## src/rtl/dmem_arbiter_pkg.sv

```systemverilog
// Shared constants for the data-memory arbiter: default widths, latency, starvation limit and
// owner encodings.
package dmem_arbiter_pkg;

  localparam int unsigned DMEM_ADDR_W     = 24;
  localparam int unsigned DMEM_DATA_W     = 24;
  localparam int unsigned DMEM_MEM_LAT    = 2;
  localparam int unsigned DMEM_STARVE_MAX = 4;

  localparam logic OWN_CORE = 1'b0;
  localparam logic OWN_AUX  = 1'b1;

endpackage

```

## src/rtl/dmem_arb_select.sv

```systemverilog
// Winner selection between core and aux: core has priority unless aux has waited through
// STARVE_MAX consecutive core grants.
module dmem_arb_select
  import dmem_arbiter_pkg::*;
#(
  parameter int unsigned STARVE_MAX = DMEM_STARVE_MAX
) (
  input  logic clk,
  input  logic rst,
  input  logic eligible,
  input  logic core_req,
  input  logic aux_req,
  output logic core_gnt,
  output logic aux_gnt
);

  logic [3:0] starve_q;
  logic       starved;

  always_comb begin
    starved  = (starve_q == 4'(STARVE_MAX));
    aux_gnt  = !rst && eligible && aux_req && (!core_req || starved);
    core_gnt = !rst && eligible && core_req && !aux_gnt;
  end

  // Counts core grants that aux sat through; any break in aux waiting restarts the count.
  always_ff @(posedge clk) begin
    if (rst) begin
      starve_q <= '0;
    end else if (aux_gnt || !aux_req) begin
      starve_q <= '0;
    end else if (core_gnt && !starved) begin
      starve_q <= starve_q + 4'd1;
    end
  end

endmodule

```

## src/rtl/dmem_arbiter.sv

```systemverilog
// Shares one fixed-latency data-memory port between the core MEM stage and an aux requester,
// tracking the in-flight read and routing its data back to the owner.
module dmem_arbiter
  import dmem_arbiter_pkg::*;
#(
  parameter int unsigned ADDR_W     = DMEM_ADDR_W,
  parameter int unsigned DATA_W     = DMEM_DATA_W,
  parameter int unsigned MEM_LAT    = DMEM_MEM_LAT,
  parameter int unsigned STARVE_MAX = DMEM_STARVE_MAX
) (
  input  logic              iw_clk,
  input  logic              iw_rst,
  input  logic              iw_core_req,
  input  logic              iw_core_we,
  input  logic [ADDR_W-1:0] iw_core_addr,
  input  logic [DATA_W-1:0] iw_core_wdata,
  output logic              ow_core_gnt,
  output logic              ow_core_rvalid,
  output logic [DATA_W-1:0] ow_core_rdata,
  input  logic              iw_aux_req,
  input  logic              iw_aux_we,
  input  logic [ADDR_W-1:0] iw_aux_addr,
  input  logic [DATA_W-1:0] iw_aux_wdata,
  output logic              ow_aux_gnt,
  output logic              ow_aux_rvalid,
  output logic [DATA_W-1:0] ow_aux_rdata,
  output logic              ow_mem_en,
  output logic              ow_mem_we,
  output logic [ADDR_W-1:0] ow_mem_addr,
  output logic [DATA_W-1:0] ow_mem_wdata,
  input  logic [DATA_W-1:0] iw_mem_rdata,
  output logic              ow_busy
);

  logic [2:0] cnt_q;
  logic       own_q;
  logic       eligible;
  logic       core_gnt;
  logic       aux_gnt;
  logic       gnt;
  logic       sel_we;
  logic       rvalid;

  // A new issue may overlap the cycle in which the previous read returns.
  assign eligible = (cnt_q <= 3'd1);

  dmem_arb_select #(
    .STARVE_MAX(STARVE_MAX)
  ) u_select (
    .clk     (iw_clk),
    .rst     (iw_rst),
    .eligible(eligible),
    .core_req(iw_core_req),
    .aux_req (iw_aux_req),
    .core_gnt(core_gnt),
    .aux_gnt (aux_gnt)
  );

  always_comb begin
    gnt            = core_gnt | aux_gnt;
    sel_we         = aux_gnt ? iw_aux_we : iw_core_we;
    ow_core_gnt    = core_gnt;
    ow_aux_gnt     = aux_gnt;
    ow_mem_en      = gnt;
    ow_mem_we      = gnt & sel_we;
    ow_mem_addr    = aux_gnt ? iw_aux_addr  : (core_gnt ? iw_core_addr  : '0);
    ow_mem_wdata   = aux_gnt ? iw_aux_wdata : (core_gnt ? iw_core_wdata : '0);
    rvalid         = !iw_rst && (cnt_q == 3'd1);
    ow_core_rvalid = rvalid && (own_q == OWN_CORE);
    ow_aux_rvalid  = rvalid && (own_q == OWN_AUX);
    ow_core_rdata  = ow_core_rvalid ? iw_mem_rdata : '0;
    ow_aux_rdata   = ow_aux_rvalid  ? iw_mem_rdata : '0;
    ow_busy        = !iw_rst && (cnt_q != 3'd0);
  end

  // Writes leave the counter alone so an earlier read still completes on schedule.
  always_ff @(posedge iw_clk) begin
    if (iw_rst) begin
      cnt_q <= '0;
      own_q <= OWN_CORE;
    end else if (gnt && !sel_we) begin
      cnt_q <= 3'(MEM_LAT);
      own_q <= aux_gnt ? OWN_AUX : OWN_CORE;
    end else if (cnt_q != 3'd0) begin
      cnt_q <= cnt_q - 3'd1;
    end
  end

endmodule

```

## config.mk

```make
export PLATFORM = sky130hd
export DESIGN_NAME = dmem_arbiter
export DESIGN_NICKNAME = d
export VERILOG_FILES = /design/src/rtl/dmem_arbiter_pkg.sv /design/src/rtl/dmem_arb_select.sv /design/src/rtl/dmem_arbiter.sv
export SDC_FILE = /design/constraint.sdc
export NUM_CORES = 1
export LEC_CHECK = 0
export ABC_CLOCK_PERIOD_IN_PS = 3190
export CORE_AREA = 2 2 88 90
export DETAILED_ROUTE_END_ITERATION = 10
export DIE_AREA = 0 0 90 92
export PLACE_DENSITY = 0.71
export SYNTH_ARGS = -nofsm -noshare
export SYNTH_HDL_FRONTEND = slang
export SYNTH_HIERARCHICAL = 1
export SYNTH_SLANG_ARGS = --single-unit
```

## constraint.sdc

```tcl
create_clock -name iw_clk -period 3.19 [get_ports iw_clk]
set_input_delay 0.638 -clock iw_clk [delete_from_list [all_inputs] [get_ports iw_clk]]
set_output_delay 0.638 -clock iw_clk [all_outputs]
set_load 0.02 [all_outputs]
```

==> out/qor.yml, run 1 <==
status: "completed"
synth_top_area_share_pct: 32.5
drive_gt1_share_pct: 8.33
syn_inst: 165
fin_nets: 526
core.rowCount: 32
drtIter0Drc: 37
fillers: 734
hold_violations: 0
dpl.hpwl_um: 6190
cts_tree: "built"
routed_wl_um: 7370
synth_flop_cell: "dfxtp_1"
rr_startpoint: "u_select/starve_q[0]"
synth_async_sr_flop_share_pct: 0
cts_max_level: 1
dieArea_um2: 8280
worstSkewPairLatency_ns: 0.23
design_power_total_mw: 0.606
synth_top_cells_by_count: "a22o_1, and2_1, dfxtp_1"
num_antenna_cells: 0
skew_ns: 0.00132
placed_cell_area_um2: 3750
grt-ovfl-total: 0
slew_violations: 0
leakage_nw: 1.63
viasPerCell: 4.56
reg2reg_slack_ns: 1.25
synth_enable_flop_cells: 0
start_util_pct: 17.7
period_share_pct: 97.5
regArea_um2: 160
critPathLaunchType: "primary input"
cts_made_buffers: 3
cp_max_fo: 12
fin_crit_ns: 3.11
fmax_mhz: 321
syn_area_um2: 1320
io_buffers: 228
reg2reg_depth: 9
dp.cells: 492
hold_path_end: "own_q"
powerDensity_nw_per_um2: 161
synth_top_cell_by_area: "a22o_1"
final.setup.tns_ns: 0
path_class: "primary input to primary output"
wire_per_inst_um: 14.8
grt_first_pass_wirelength_um: 11000
hold_class: "register to register"
ctsHoldBuffers: 0
yosysWarnings: 6
multi_input_area_um2: 1090
grt_start_max_net_pins: 32
rr_endpoint: "cnt_q[1]"
synth.area.top_cells: "a22o_1, and2_1, dfxtp_1, buf_6, and2_2"
cts_max_path_buffers: 2
cts_sinks: 8
drc: 0
track_usage_pct: 16.3
syn_area_per_cell_um2: 7.99
ios: 229
core_area_um2: 7450
worstPathRequired_ns: 2.55
dr.pass1.iters: 4
fin_area_um2: 3780
area_growth_pct: 186
ant_nets: 0
die_y_um: 92
gp_congestion: 0.768
ys_types: 36
drv_cap: 0
slew-limit-headroom_pct: 83.1
worstMarginPinSlew_ns: 0.254
worstHoldPathCells: 2
crit_path_end_kind: "primary output"
antenna_found_initial: 0
vias: 2269
grt_pass1_vias: 2256
synth.most_common_cell: "a22o_1"
setup_viol: 0
ys_ff_latch: 8
clk_root_buffer_cell: "clkbuf_8"
cts.reportedPaths.clkPinSlew_ns: 0.04
final_cells: 498
hp-start: "own_q"
syn_nets: 293
ys_seq_area_share_pct: 12.1
die_w_um: 90
ir_drop_uv: 84.3
cp.arrival_ns: 2.47
-- how the worst max path moves through the flow --
stage | start | endpoint | slack [ns] | cells past startpoint
after floorplan | u_select/starve_q[0] | ow_mem_wdata[13] | 0.28 | 10
after global placement | iw_core_req | ow_mem_addr[1] | -0.17 | 6
after detailed placement | iw_core_req | ow_mem_addr[1] | -0.16 | 6
after CTS | iw_rst | ow_aux_rdata[9] | 0.005 | 5
after global routing | iw_rst | ow_mem_addr[4] | -0.02 | 7
final | iw_rst | ow_aux_rdata[9] | 0.08 | 5
-- logic make-up after synthesis --
family                     count (synthesis)  synth area share [%]
AOI/OAI and AO/OA                         64                  39.8
DFF                                        8                  12.1
adders and majority gates                  2                  1.90
buffers and inverters                     17                  8.35
and+or+nand+nor                           74                  37.8
-- power breakdown --
part / total (mW) / switching, mW / internal (mW)
clock: 0.123 / 0.0409 / 0.0818
sequential: 0.104 / 0.00212 / 0.102
combinational: 0.379 / 0.149 / 0.230
-- timing repair --
item | in CTS | in global routing
hold endpoints to repair | 0 | 0
gates resized for setup | 49 | 4
setup buffers | 1 | 0
pin swaps | 1 | 0
setup endpoints to repair | 73 | 54
gates cloned | 1 | 1
-- flip-flops by register name, indices dropped and copies added (netlist names) --
signal and flops:
cnt_q 3, own_q 1, u_select/starve_q 4
-- routing by layer --
layer	routed length (µm)	GRT usage, %	up-vias
li1	-	-	1097
met1	2660	16.3	1004
met2	3760	31.3	152
met3	741	4.68	16
met4	208	7.18	0
met5	0	0	-
-- cell usage in the layout (no fill, tap or decap), types with 2 or more instances in the layout --
cell type and count:
buf_12 2, nor3_1 2, and2_1 43, buf_4 11, dlygate4sd2_1 47, nand2b_1 5, nand4b_1 2, o21ai_0 6
inv_1 2, ha_1 2, a211oi_1 2, a21oi_1 2, nand3b_1 2, clkdlybuf4s50_1 179, nor2b_4 2, nand3_1 3
clkbuf_8 3, dfxtp_1 8, and4bb_4 2, a22o_1 49, and2_2 5
-- layout make-up --
cell class	instances	share of cell area, %
inverters	2	0.199
repair buffers	241	62.2
clock buffers	3	1.09
flip-flops and latches	8	4.24
multi-input cells	142	28.9
well taps	102	3.38
-- worst max-delay path: stages --
cell	delay [ns]
clkdlybuf4s50_1	0.47
buf_4	0.19
and4b_2	0.41
and2_1	0.16
clkdlybuf4s50_1	0.60
-- through the flow --
step | worst slack (ns) | hold slack (ns) | util (%)
finish | 0.0789 | 0.515 | 50.7
global route | -0.0156 | 0.544 | 50.7
CTS | 0.00470 | 0.510 | 50.4
detailed placement | -0.162 | 0.477 | 50.4
global placement | -0.166 | 0.476 | 50.4
floorplan | 0.276 | 0.456 | -
Power figures use the tool's default switching activity.
==> run 2: changes to the inputs <==
Settings changed: GPL_ROUTABILITY_DRIVEN from default to 0, REMOVE_ABC_BUFFERS from default to 1.
==> out/qor.yml, run 2 (synthesis results as in run 1) <==
whs_ns: 0.526  # +0.0106 ns
core_area_um2: 7450  # unchanged
worstPathRequired_ns: 2.55  # about the same
clk_root_buffer_cell: "clkbuf_8"
cpMostUsedCell: "clkdlybuf4s50_1"
grt_first_pass_wirelength_um: 11300  # +2.8%
fin_area_um2: 3850  # +2.0%
routed_wl_um: 8250  # +12%
slew_violations: 0  # unchanged
drc: 0  # unchanged
regMostFlops: "u_select/starve_q"
dp_slack_ns: -0.307  # -0.145 ns
io_buffers: 228  # unchanged
hold_class: "register to register"
powerDensity_nw_per_um2: 160  # -0.11%
fmax_mhz: 322  # about the same
dpl.hpwl_um: 6290  # +1.7%
antenna_found_initial: 0  # unchanged
placed_cell_area_um2: 3720  # -0.93%
drv_cap: 0  # unchanged
cts_sinks: 8  # unchanged
start_util_pct: 17.7  # unchanged
cts.reportedPaths.clkPinSlew_ns: 0.04  # about the same
ir_drop_uv: 125  # +49%
period_share_pct: 97.5  # about the same
dr.pass1.iters: 4  # unchanged
status: "completed"
path_class: "primary input to primary output"
cts_made_buffers: 3  # unchanged
hold_violations: 0  # unchanged
crit_chain: "clkdlybuf4s50_1 -> buf_4 -> and4bb_4 -> and2_1 -> clkdlybuf4s50_1"
cp_max_fo: 13  # +1
reg2reg_slack_ns: 1.21  # -0.04 ns
cp.arrival_ns: 2.47  # about the same
crit_path_end_kind: "primary output"
drive_gt1_share_pct: 10.6  # +2.3 points
cts_max_path_buffers: 2  # unchanged
largest_register_ffs: 4  # unchanged
dieArea_um2: 8280  # unchanged
final_common_cell: "clkdlybuf4s50_1"
cpPeakStageDelay_ns: 0.60  # about the same
worst_slack_ns: 0.0806  # +0.00175 ns
fin_nets: 526  # unchanged
reg_top3: "u_select/starve_q x4, cnt_q x3, own_q x1"
layout_common_cells: "clkdlybuf4s50_1, a22o_1, and2_1"
die_w_um: 90  # unchanged
viasPerCell: 4.51  # -1.1%
slew-limit-headroom_pct: 78.0  # -5.1 points
leakage_nw: 1.67  # +2.5%
cp_slowest_cell: "clkdlybuf4s50_1"
grt-ovfl-total: 0  # unchanged
core.rowCount: 32  # unchanged
grt_pass1_vias: 2153  # -4.6%
grt_util_met3_pct: 6.33  # +1.6 points
worstMarginPinSlew_ns: 0.330  # +0.0765 ns
ios: 229  # unchanged
cts_tree: "built"
worstSkewPairLatency_ns: 0.23  # about the same
met1_usage_pct: 19.8  # +3.5 points
drtIter0Drc: 37  # unchanged
track_usage_pct: 16.8  # +0.45 points
rsz0062_at_grt: "no"
critPathLaunchType: "primary input"
use_met2_pct: 29.8  # -1.5 points
vias: 2245  # -1.1%
ant_nets: 0  # unchanged
num_antenna_cells: 0  # unchanged
fillers: 723  # -1.5%
grt_busiest_layer: "met2"
wire_per_inst_um: 16.6  # +12%
grt_start_max_net_pins: 52  # +63%
die_y_um: 92  # unchanged
cts_max_level: 1  # unchanged
area_growth_pct: 192
skew_ns: 0.000701  # -0.000622 ns
fin_crit_ns: 3.11  # -0.00175 ns
setup_viol: 0  # unchanged
run 2: cell types whose count changed in the layout (fill, tap and decap cells not counted), sizes merged:
cell and change:
clkdlybuf4s15 +22, dlygate4sd2 -14, dlymetal6s2s +3, bufbuf +1, buf -3, clkdlybuf4s50 -11
clkbuf +2
run 2: per-layer routing:
metal | vias up | share of wire [%]
met5 | - | 0
met4 | 0 | 0.70
met3 | 8 | 8.8
met2 | 106 | 50
met1 | 1041 | 41
li1 | 1090 | -
run 2: through the flow:
step                TNS, ns  std cells  utilization, %  total power, mW
floorplan            -92.84        150               -            0.232
global placement      -8.79        487            49.9            0.500
detailed placement   -11.74        487            49.9            0.503
CTS                 -0.0297        491            50.5            0.613
global route              0        498            51.7            0.652
finish                    0        498            51.7            0.617
run 2: final timing paths:
check,start,to,cells past startpoint
max reg2reg,u_select/starve_q[0],cnt_q[0],10
min,u_select/starve_q[3],u_select/starve_q[3],2
max,iw_rst,ow_core_rdata[6],5
min reg2reg,u_select/starve_q[3],u_select/starve_q[3],2
run 2: area by class of cell:
| type | instances | area [µm²] | area share, % |
|---|---|---|---|
| multi-input combinational | 142 | 1100 | 28.5 |
| sequential | 8 | 160 | 4.16 |
| tap | 102 | 128 | 3.31 |
| inverter | 2 | 7.51 | 0.195 |
| timing repair buffer | 241 | 2420 | 62.8 |
| clock buffer | 3 | 41.3 | 1.07 |
run 2: what timing repair did:
| action | CTS | global route |
|---|---|---|
| setup buffers | 0 | 4 |
| hold endpoints to repair | 0 | 0 |
| setup endpoints to repair | 77 | 69 |
| gates resized for setup | 90 | 7 |
| cloned | 1 | 3 |
| hold buffers | 0 | 0 |
| pin swaps | 1 | 1 |
run 2: worst max-delay path, delay by kind of cell:
| kind | cells | cell delay [ns] |
|---|---|---|
| and+or+nand+nor | 2 | 0.59 |
| buffers and inverters | 3 | 1.23 |
run 2: power breakdown:
part	switching (mW)	total, mW	internal [mW]
logic	0.151	0.391	0.240
clock network	0.0400	0.122	0.0818
registers	0.00253	0.105	0.102
==> run 3: changes to the inputs <==
Settings changed: CORE_AREA 2 2 88 90 to 2 2 90 92, DIE_AREA 0 0 90 92 to 0 0 92 94, PLACE_DENSITY 0.71 to 0.68, SYNTH_HIERARCHICAL 1 to default.
==> out/qor.yml, run 3 <==
status: "completed"
ios: 229  # unchanged
cts_max_path_buffers: 2  # unchanged
syn_area_um2: 1310  # -0.47%
ir_drop_uv: 294  # +130%
ctsHoldBuffers: 0  # unchanged
skew_ns: 0.00147  # +0.000773 ns
drive_gt1_share_pct: 11.6  # +1.0 points
die_y_um: 94  # +2.2%
rsz0062_at_grt: "no"
hold_violations: 0  # unchanged
cp_max_fo: 25  # +12
crit_chain: "dlygate4sd2_1 -> nor3_2 -> buf_4 -> nand2_1 -> nor2_1 -> buf_12 -> and2_1 -> clkdlybuf4s50_1"
period_share_pct: 96.6  # -0.90 points
drtIter0Drc: 55  # +49%
rr_startpoint: "u_select.starve_q[0]"
slew-limit-headroom_pct: 75.0  # -3.0 points
syn_area_per_cell_um2: 7.72  # -3.4%
critPathLaunchType: "primary input"
slew_violations: 0  # unchanged
setup_viol: 0  # unchanged
ys_types: 33  # -8.3%
fmax_mhz: 325  # +0.93%
worstHoldPathCells: 2  # unchanged
leakage_nw: 1.69  # +1.0%
dr.pass1.iters: 4  # unchanged
io_buffers: 228  # unchanged
cp.arrival_ns: 2.44  # -0.03 ns
reg2reg_depth: 8  # -2
track_usage_pct: 20.3  # +3.6 points
synth_top_cell_by_area: "a22o_1"
drv_cap: 0  # unchanged
reg_top3: "u_select.starve_q x4, cnt_q x3, own_q x1"
clk_root_buffer_cell: "clkbuf_8"
layout_common_cells: "clkdlybuf4s50_1, and2_1, a22o_1"
cts_tree: "built"
synth_top_area_share_pct: 32.0  # -0.51 points
largest_register_ffs: 4  # unchanged
powerDensity_nw_per_um2: 276  # +72%
post-route-util_pct: 50.2  # -1.5 points
crit_start: "iw_rst"
drc: 0  # unchanged
final_cells: 507  # +1.8%
hold_class: "register to register"
syn_inst: 170  # +3.0%
hp-start: "u_select.starve_q[3]"
synth_top_cells_by_count: "a22o_1, and2_1, dfxtp_1, nor2_1"
ys_ff_latch: 8  # unchanged
synth_enable_flop_cells: 0  # unchanged
crit_path_end_kind: "primary output"
cts_made_buffers: 3  # unchanged
fin_crit_ns: 3.08  # -0.0288 ns
worstMarginPinSlew_ns: 0.373  # +0.0428 ns
antenna_found_initial: 1  # +1
grt-ovfl-total: 0  # unchanged
cts.reportedPaths.clkPinSlew_ns: 0.04  # about the same
path_class: "primary input to primary output"
num_antenna_cells: 0  # unchanged
grt_start_max_net_pins: 33  # -37%
vias: 2192  # -2.4%
cts_max_level: 1  # unchanged
dieArea_um2: 8650  # +4.4%
routed_wl_um: 9140  # +11%
ys_seq_area_share_pct: 12.2  # +0.058 points
cp_slowest_cell: "clkdlybuf4s50_1"
grt_pass1_vias: 2252  # +4.6%
worstPathRequired_ns: 2.55  # about the same
synth_flop_cell: "dfxtp_1"
synth_async_sr_flop_share_pct: 0  # unchanged
cpPeakStageDelay_ns: 0.60  # about the same
core_area_um2: 7610  # +2.2%
synth.area.top_cells: "a22o_1, and2_1, dfxtp_1, buf_6, ha_1"
yosysWarnings: 0  # -6
start_util_pct: 17.3  # -0.46 points
ant_nets: 0  # unchanged
worstSkewPairLatency_ns: 0.23  # about the same
grt_first_pass_wirelength_um: 13400  # +19%
regMostFlops: "u_select.starve_q"
fin_nets: 536  # +1.9%
design_power_total_mw: 1.06  # +71%
core.rowCount: 32  # unchanged
final_common_cell: "clkdlybuf4s50_1"
die_w_um: 92  # +2.2%
dp.cells: 502  # +3.1%
dpl.hpwl_um: 7400  # +18%
cts_sinks: 8  # unchanged
viasPerCell: 4.32  # -4.1%
wire_per_inst_um: 18.0  # +8.9%
area_growth_pct: 191
==> run 3: logic make-up after synthesis <==
family	Yosys count	synth area share [%]
buffers and inverters	22	9.63
adders and majority gates	3	2.86
muxes	2	1.53
AOI/OAI and AO/OA	61	39.6
DFF	8	12.2
xor gates and xnor gates	2	1.33
and+or+nand+nor	72	32.9
==> run 3: metrics by stage <==
step,hold WS (ns),cell area (µm²),TNS [ns],worst slack (ns)
after floorplan,0.452,1210,-3.18,-0.162
after global placement,0.463,3770,-10.12,-0.257
after detailed placement,0.492,3770,-12.54,-0.289
after CTS,0.499,3810,0,0.0685
after global routing,0.530,3820,0,0.00117
final,0.499,3820,0,0.109
==> run 3: final timing paths <==
path / slack [ns] / endpoint
min reg2reg: 0.50 / u_select.starve_q[3]
min: 0.50 / u_select.starve_q[3]
max reg2reg: 1.13 / u_select.starve_q[3]
max: 0.11 / ow_core_rdata[19]
==> run 3: cell type report <==
cell class	instances	area, µm²
multi-input combinational	140	1030
clock buffer	3	41.3
sequential	8	160
tap	102	128
inverter	7	26.3
timing repair buffer	247	2430
fill	755	3790
==> run 3: routing by layer <==
layer	up-vias	wire [µm]	track usage [%]
met1	974	3800	24.3
met3	6	1330	12.1
met4	2	36	1.24
met2	116	3960	33.0
li1	1094	-	-
met5	-	12	0
==> run 3: worst max-delay path: cells and delay by family <==
kind | cells | cell delay, ns
and+or+nand+nor | 4 | 0.57
buffers and inverters | 4 | 1.24
==> run 3: where the power goes <==
group          switching (mW)  total (mW)  internal (mW)
registers              0.0157       0.130          0.114
clock network          0.0397       0.121         0.0817
logic                   0.377       0.804          0.427
==> run 3: timing repair <==
action | CTS | global route
buffers inserted | 1 | 0
setup endpoints to repair | 90 | 3
gates resized for setup | 49 | 3
pin swaps | 1 | 0
cloned | 1 | 0
